## src/rtl/fifo_arb_pkg.sv

```systemverilog
// Shared definitions for the FIFO write-port arbiter: FSM encoding, beat counter width, clog2 helper.
// Latency: n/a (types and constants only).
// Backpressure: n/a.
package fifo_arb_pkg;

    typedef enum logic {
        ST_IDLE  = 1'b0,
        ST_BURST = 1'b1
    } arb_state_e;

    // Beat counter is fixed at 8 bits so MAX_BURST can reach 256.
    localparam int BEAT_CNT_W = 8;

    function automatic int clog2(input int value);
        int w;
        w = 0;
        for (w = 0; (1 << w) < value; w++) begin
        end
        return w;
    endfunction

endpackage

```

## src/rtl/fifo_wr_arbiter_rr_pick.sv

```systemverilog
// Round-robin priority pick: first asserted request at or after rr_ptr, wrapping modulo NUM_REQ.
// Latency: combinational.
// Backpressure: none; pure function of req and rr_ptr.
module rr_pick
    import fifo_arb_pkg::*;
#(
    parameter int NUM_REQ = 4,
    parameter int SRC_W   = clog2(NUM_REQ)
) (
    input  logic [NUM_REQ-1:0] req,
    input  logic [SRC_W-1:0]   rr_ptr,
    output logic [SRC_W-1:0]   winner,
    output logic               any_valid
);

    int               cand;
    logic [SRC_W-1:0] cand_idx;
    logic             found;

    // Scan NUM_REQ positions starting at rr_ptr; the first hit wins.
    always_comb begin
        winner    = '0;
        any_valid = |req;
        found     = 1'b0;
        cand      = 0;
        cand_idx  = '0;
        for (int k = 0; k < NUM_REQ; k++) begin
            cand = int'(rr_ptr) + k;
            if (cand >= NUM_REQ) begin
                cand = cand - NUM_REQ;
            end
            cand_idx = SRC_W'(cand);
            if (!found && req[cand_idx]) begin
                winner = cand_idx;
                found  = 1'b1;
            end
        end
    end

endmodule

```

## src/rtl/fifo_wr_arbiter.sv

```systemverilog
// Round-robin burst arbiter sharing one FIFO write port among NUM_REQ valid/ready requesters.
// Latency: accepted beat appears on wr_en/wr_data 1 clk later; 1 idle arbitration clk between bursts.
// Backpressure: in_ready drops while full, or almost_full with a write in flight; grant and count hold.
// Build option FIFO_ARB_SRC_TAG_EN prepends the source index to wr_data (MSBs).
module fifo_wr_arbiter
    import fifo_arb_pkg::*;
#(
    parameter  int NUM_REQ    = 4,
    parameter  int DATA_WIDTH = 16,
    parameter  int MAX_BURST  = 8,
    localparam int SRC_W      = clog2(NUM_REQ),
`ifdef FIFO_ARB_SRC_TAG_EN
    localparam int FW         = DATA_WIDTH + SRC_W
`else
    localparam int FW         = DATA_WIDTH
`endif
) (
    input  logic                          clk,
    input  logic                          rst,
    input  logic [NUM_REQ-1:0]            in_valid,
    input  logic [NUM_REQ*DATA_WIDTH-1:0] in_data,
    input  logic [NUM_REQ-1:0]            in_last,
    output logic [NUM_REQ-1:0]            in_ready,
    output logic                          wr_en,
    output logic [FW-1:0]                 wr_data,
    input  logic                          full,
    input  logic                          almost_full,
    output logic [SRC_W-1:0]              grant_id,
    output logic                          busy
);

    localparam logic [BEAT_CNT_W:0] MAX_BURST_W = (BEAT_CNT_W + 1)'(MAX_BURST);

    arb_state_e             state_q, state_d;
    logic [SRC_W-1:0]       grant_id_q, grant_id_d;
    logic [SRC_W-1:0]       rr_ptr_q, rr_ptr_d;
    logic [BEAT_CNT_W-1:0]  beat_cnt_q, beat_cnt_d;
    logic                   wr_en_q, wr_en_d;
    logic [FW-1:0]          wr_data_q, wr_data_d;

    logic [SRC_W-1:0]       winner;
    logic                   any_valid;
    logic                   space_ok;
    logic                   owner_valid;
    logic                   owner_last;
    logic [DATA_WIDTH-1:0]  owner_data;
    logic                   accept;
    logic [BEAT_CNT_W:0]    beat_cnt_inc;
    logic                   burst_exit;
    logic [SRC_W-1:0]       next_ptr;

    rr_pick #(
        .NUM_REQ (NUM_REQ),
        .SRC_W   (SRC_W)
    ) u_rr_pick (
        .req       (in_valid),
        .rr_ptr    (rr_ptr_q),
        .winner    (winner),
        .any_valid (any_valid)
    );

    // A write registered last cycle has not landed yet, so almost_full must also stop us.
    assign space_ok = !full && !(almost_full && wr_en_q);

    // Select the current owner's handshake signals and payload.
    always_comb begin
        owner_valid = 1'b0;
        owner_last  = 1'b0;
        owner_data  = '0;
        for (int i = 0; i < NUM_REQ; i++) begin
            if (grant_id_q == SRC_W'(i)) begin
                owner_valid = in_valid[i];
                owner_last  = in_last[i];
                owner_data  = in_data[i*DATA_WIDTH +: DATA_WIDTH];
            end
        end
    end

    assign accept       = (state_q == ST_BURST) && owner_valid && space_ok;
    assign beat_cnt_inc = {1'b0, beat_cnt_q} + (BEAT_CNT_W + 1)'(1);
    // A FIFO stall is not an owner stall: only a dropped valid ends the burst early.
    assign burst_exit   = (state_q == ST_BURST) &&
                          (!owner_valid || (accept && (owner_last || beat_cnt_inc == MAX_BURST_W)));
    assign next_ptr     = (grant_id_q == SRC_W'(NUM_REQ - 1)) ? '0 : grant_id_q + SRC_W'(1);

    // FSM state register.
    always_ff @(posedge clk or posedge rst) begin
        if (rst) begin
            state_q <= ST_IDLE;
        end else begin
            state_q <= state_d;
        end
    end

    // FSM next state: arbitrate when anyone is valid, leave a burst on any exit condition.
    always_comb begin
        state_d = state_q;
        case (state_q)
            ST_IDLE:  if (any_valid)  state_d = ST_BURST;
            ST_BURST: if (burst_exit) state_d = ST_IDLE;
            default:  state_d = ST_IDLE;
        endcase
    end

    // FSM outputs: only the owner sees ready, and only while the FIFO has room.
    always_comb begin
        in_ready = '0;
        for (int i = 0; i < NUM_REQ; i++) begin
            in_ready[i] = (state_q == ST_BURST) && (grant_id_q == SRC_W'(i)) && space_ok;
        end
        busy = (state_q == ST_BURST);
    end

    // Datapath next values: grant latch, round-robin pointer, beat count and write register.
    always_comb begin
        grant_id_d = grant_id_q;
        rr_ptr_d   = rr_ptr_q;
        beat_cnt_d = beat_cnt_q;
        wr_en_d    = accept;
        wr_data_d  = wr_data_q;
        if (accept) begin
`ifdef FIFO_ARB_SRC_TAG_EN
            wr_data_d = {grant_id_q, owner_data};
`else
            wr_data_d = owner_data;
`endif
        end
        if (state_q == ST_IDLE) begin
            if (any_valid) begin
                grant_id_d = winner;
                beat_cnt_d = '0;
            end
        end else if (burst_exit) begin
            rr_ptr_d   = next_ptr;
            beat_cnt_d = '0;
        end else if (accept) begin
            beat_cnt_d = beat_cnt_inc[BEAT_CNT_W-1:0];
        end
    end

    // Datapath registers; reset drops any beat not yet written.
    always_ff @(posedge clk or posedge rst) begin
        if (rst) begin
            grant_id_q <= '0;
            rr_ptr_q   <= '0;
            beat_cnt_q <= '0;
            wr_en_q    <= 1'b0;
            wr_data_q  <= '0;
        end else begin
            grant_id_q <= grant_id_d;
            rr_ptr_q   <= rr_ptr_d;
            beat_cnt_q <= beat_cnt_d;
            wr_en_q    <= wr_en_d;
            wr_data_q  <= wr_data_d;
        end
    end

    assign wr_en    = wr_en_q;
    assign wr_data  = wr_data_q;
    assign grant_id = grant_id_q;

endmodule

```

## config.mk

```make
export PLATFORM = sky130hd
export DESIGN_NAME = fifo_wr_arbiter
export DESIGN_NICKNAME = d
export VERILOG_FILES = /design/src/rtl/fifo_arb_pkg.sv /design/src/rtl/fifo_wr_arbiter_rr_pick.sv /design/src/rtl/fifo_wr_arbiter.sv
export SDC_FILE = /design/constraint.sdc
export NUM_CORES = 1
export LEC_CHECK = 0
export ABC_AREA = 0
export ABC_CLOCK_PERIOD_IN_PS = 3400
export CORE_ASPECT_RATIO = 1.25
export CORE_MARGIN = 5
export CORE_UTILIZATION = 45
export CTS_BUF_LIST = sky130_fd_sc_hd__clkbuf_16
export DETAILED_ROUTE_END_ITERATION = 7
export PLACE_DENSITY = 0.87
export SLEW_MARGIN = 0
export SYNTH_ARGS = -nofsm -noshare
export SYNTH_HDL_FRONTEND = slang
export SYNTH_SLANG_ARGS = --single-unit
```

## constraint.sdc

```tcl
create_clock -name clk -period 3.4 [get_ports clk]
set_clock_uncertainty 0.05 [all_clocks]
set_input_delay 0.34 -clock clk [delete_from_list [all_inputs] [get_ports clk]]
set_output_delay 0.34 -clock clk [all_outputs]
set_load 0.01 [all_outputs]
```

==> results_tabular.tex <==
\begin{tabular}{lr}
\hline
Metric & Value \\
\hline
\multicolumn{2}{l}{\textbf{Layout}} \\
Final std cell area, no fill & 3330 sq um \\
Multi-input gate area in the final layout & roughly 1300 sq um \\
Layout fillers & 371 \\
Number of antenna diodes & 0 \\
Final Net Count & 452 \\
Most frequent standard cell in the layout excluding fill and tap cells & sky130\_fd\_sc\_hd\_\_clkdlybuf4s50\_1 \\
Syn-to-layout area delta & 55.8\% \\
Fraction of layout instances using a drive strength above 1 & 0.0620 \\
Storage cell area & between 700 and 800 sq um \\
Commonest non-fill, non-tap cells in the layout & sky130\_fd\_sc\_hd\_\_clkdlybuf4s50\_1 (99), sky130\_fd\_sc\_hd\_\_a21oi\_1 (58), sky130\_fd\_sc\_hd\_\_nand2\_1 (43), sky130\_fd\_sc\_hd\_\_dfrtp\_1 (30) \\
\multicolumn{2}{l}{\textbf{Clock tree}} \\
Hold-fix buffer count after cts & 0 \\
CTS tree & built \\
Clock Sinks & 30 \\
CTS Buf Count & 5 \\
Reg clk slew, reported paths & $\sim$0.050 ns \\
Resized Gates After CTS & 0 \\
H-tree depth & 2 \\
Clk Tree Root Cell & sky130\_fd\_sc\_hd\_\_clkbuf\_16 \\
Post-CTS repair timing setup buffer count & 0 \\
Clock latency on the worst-skew pair & about 0.27 ns \\
Maximum clock insertion buffer count & 2 \\
\multicolumn{2}{l}{\textbf{Setup path}} \\
Largest fanout on the critical path & 14 \\
Kind of cell adding the most delay to the critical path & compound AO/OA/AOI/OAI gates \\
FF-to-FF Start & grant\_id[1]\$\_DFFE\_PP0P\_ \\
R2R Setup Slk & between 0.6 and 0.7 ns \\
Endpoint type of the worst setup path & flip-flop \\
Worst setup path startpoint & grant\_id[1]\$\_DFFE\_PP0P\_ \\
Data required time of the critical path & between 3 and 4 ns \\
Critical path cell sequence & inv\_1 -> ha\_1 -> a21oi\_1 -> a221o\_1 -> and2\_4 -> a211oi\_4 -> or2\_1 -> o2bb2ai\_1 \\
Crit-path max cell delay & 0.44 ns \\
Data arrival time at the worst-slack endpoint & between 2 and 3 ns \\
Worst setup path class & reg2reg \\
Crit-path slowest cell & sky130\_fd\_sc\_hd\_\_a211oi\_4 \\
Combined buffer and inverter count along the critical path & 1 \\
Critical path launch point type & flip-flop \\
\multicolumn{2}{l}{\textbf{Power and ir drop}} \\
Worst-case vdd ir drop & $\sim$500 uV \\
Leakage Power & 1.37 nW \\
Total power divided by cell area & 744 nW/um\^{}2 \\
\multicolumn{2}{l}{\textbf{Floorplan}} \\
I/O pin total & 100 \\
Initial core utilization & 0.459 \\
Die outline area & around 6200 sq um \\
CORE AREA & 4660 sq um \\
Height of the die & slightly below 90 um \\
Row count & 28 \\
Floorplan die width & slightly above 70 um \\
\multicolumn{2}{l}{\textbf{STA}} \\
Setup TNS Final & 0 ns \\
Unrepaired setup endpoints after global routing & false \\
Final critical path time including I/O delays and setup & between 2 and 3 ns \\
Max-Slew Margin vs Limit & 0.675 \\
Pins over their slew limit & 0 \\
Peak clock frequency supported by timing & 0.369 GHz \\
Final setup viols & 0 \\
Final hold violation count & 0 \\
Measured slew at the worst slew-check pin & roughly 0.49 ns \\
Share of the clock period used by the worst path & 0.797 \\
\multicolumn{2}{l}{\textbf{Route}} \\
Vias per inst & approximately 5.6 \\
Count of vias placed by the detailed router & around 2.4k \\
Met2 routed wirelength & 3470 um \\
Top layer in use & met4 \\
DR WL/cell & between 15 and 20 um \\
Initial drt markers & roughly 140 \\
Length of the first detailed-routing pass in iterations & 4 \\
WL met3 & 590 um \\
Post-Route WL & 7370 um \\
DRC & 0 \\
Sum of routed wire segments on met1 & around 3100 um \\
Antenna-violating nets left & 0 \\
\multicolumn{2}{l}{\textbf{Synthesis}} \\
Fraction of the yosys area taken by sequential cells & 0.351 \\
Post-synth ARST share & 1.00 \\
Library cell occupying the most area in the post-synthesis netlist & sky130\_fd\_sc\_hd\_\_dfrtp\_1 \\
Synth Area per Inst & between 7 and 8 sq um \\
Number of synthesized flops with an enable pin & 0 \\
Netlist Area Pre-Place & 2140 sq um \\
Ranking of synthesized cells by area & sky130\_fd\_sc\_hd\_\_dfrtp\_1 (35\%), sky130\_fd\_sc\_hd\_\_a21oi\_1 (14\%), sky130\_fd\_sc\_hd\_\_nand2\_1 (7.5\%), sky130\_fd\_sc\_hd\_\_nand3b\_1 (6.0\%), sky130\_fd\_sc\_hd\_\_o21ai\_1 (4.7\%) \\
Yosys synthesis warning count & 0 \\
Fraction of post-synthesis cell area in the top cell type by area & 0.351 \\
Main flop type after synthesis & sky130\_fd\_sc\_hd\_\_dfrtp\_1 \\
Synth Net Count & about 360 \\
Number of standard cells after synthesis & 276 \\
Number of register bits inferred by synthesis & 30 \\
Synth unique cells & 45 \\
\multicolumn{2}{l}{\textbf{Global routing}} \\
Global-route wire length before repair & $\sim$12000 um \\
Number of antenna violations at the first check in global routing & 0 \\
Vias in the first global route & 2369 \\
Largest net degree at the start of global routing & 34 \\
Global router's overall resource usage & 0.241 \\
Leftover overflow at the end of global routing & 0 \\
\multicolumn{2}{l}{\textbf{Flow run}} \\
Count of maximum capacitance violations & 0 \\
\multicolumn{2}{l}{\textbf{Place}} \\
Hpwl dp & about 5600 um \\
Placed standard-cell area & 3170 sq um \\
Final weighted congestion of routability-driven global placement & just under 0.9 \\
I/O Buffers & 99 \\
\multicolumn{2}{l}{\textbf{Worst hold path}} \\
Hold Crit Class & in2async \\
\multicolumn{2}{l}{\textbf{Status}} \\
Outcome & complete, no violations \\
\hline
\end{tabular}
## per-stage QoR
stage | hold WS [ns] | utilization | setup slack (ns) | std cells | total power [mW]
after floorplan | 0.381 | - | 1.10 | 276 | 1.47
after global placement | 0.416 | 0.680 | 0.848 | 423 | 1.93
after detailed placement | 0.425 | 0.680 | 0.730 | 423 | 1.97
after CTS | 0.409 | 0.716 | 0.710 | 431 | 2.49
after global routing | 0.466 | 0.716 | 0.505 | 431 | 2.67
final | 0.393 | 0.716 | 0.689 | 431 | 2.48
## where the power goes
group / switching [mW] / internal [mW]
Clock: 0.161 / 0.342
Combinational: 0.776 / 0.646
Sequential: 0.0875 / 0.469
## sequential cells by signal, indices dropped and copies added, names as in the netlist
| name | flops |
|---|---|
| beat_cnt_q | 8 |
| busy | 1 |
| grant_id | 2 |
| rr_ptr_q | 2 |
| wr_data | 16 |
| wr_en | 1 |
## path summary, 6_finish.rpt
kind,depth (start not counted),to
max,8,beat_cnt_q[3]$_DFFE_PP0P_
min,3,wr_data[13]$_DFFE_PP0P_
max reg2reg,8,beat_cnt_q[3]$_DFFE_PP0P_
min reg2reg,2,wr_data[12]$_DFFE_PP0P_
max in group asynchronous,3,grant_id[1]$_DFFE_PP0P_
min in group clk,2,wr_data[12]$_DFFE_PP0P_
## cell type report
class,count,share of cell area
flip-flops and latches,30,0.225
repair buffers,106,0.313
clock inverters,3,0.0120
clock buffers,5,0.0375
inverters,9,0.0101
multi-input cells,218,0.380
well taps,60,0.0225
## Yosys cell counts (2+ instances only)
master,number
sky130_fd_sc_hd__a21oi_1,58
sky130_fd_sc_hd__nand2_1,43
sky130_fd_sc_hd__dfrtp_1,30
sky130_fd_sc_hd__nor2_1,20
sky130_fd_sc_hd__o21ai_1,20
sky130_fd_sc_hd__nand3b_1,17
sky130_fd_sc_hd__clkbuf_1,11
sky130_fd_sc_hd__and2_1,7
sky130_fd_sc_hd__inv_1,7
sky130_fd_sc_hd__ha_1,6
sky130_fd_sc_hd__and3_1,5
sky130_fd_sc_hd__nand2b_1,4
sky130_fd_sc_hd__buf_1,3
sky130_fd_sc_hd__buf_2,3
sky130_fd_sc_hd__nand4_1,3
sky130_fd_sc_hd__o21ai_0,3
sky130_fd_sc_hd__a211o_1,2
sky130_fd_sc_hd__a221o_1,2
sky130_fd_sc_hd__a22oi_1,2
sky130_fd_sc_hd__buf_6,2
sky130_fd_sc_hd__inv_2,2
sky130_fd_sc_hd__mux2_1,2
sky130_fd_sc_hd__o221ai_1,2
## metal layers
| layer | GRT usage | vias to the layer above |
|---|---|---|
| li1 | - | 1172 |
| met1 | 0.306 | 1118 |
| met2 | 0.395 | 100 |
| met3 | 0.0554 | 13 |
| met4 | 0.0940 | 0 |
| met5 | 0 | - |
## cells by family after synthesis
logic type	count (synthesis)	share of synthesized area
xor gates and xnor gates	1	0.00409
buffers and inverters	28	0.0579
and+or+nand+nor	105	0.246
DFF	30	0.351
adders and majority gates	6	0.0351
muxes	3	0.0158
AOI/OAI and AO/OA	103	0.290
## tightest hold or removal path, stage by stage
cell and delay (ns):
sky130_fd_sc_hd__clkdlybuf4s50_1 0.39, sky130_fd_sc_hd__inv_1 0.05, sky130_fd_sc_hd__buf_4 0.35
Note: power is estimated with default switching activity, not from simulation.
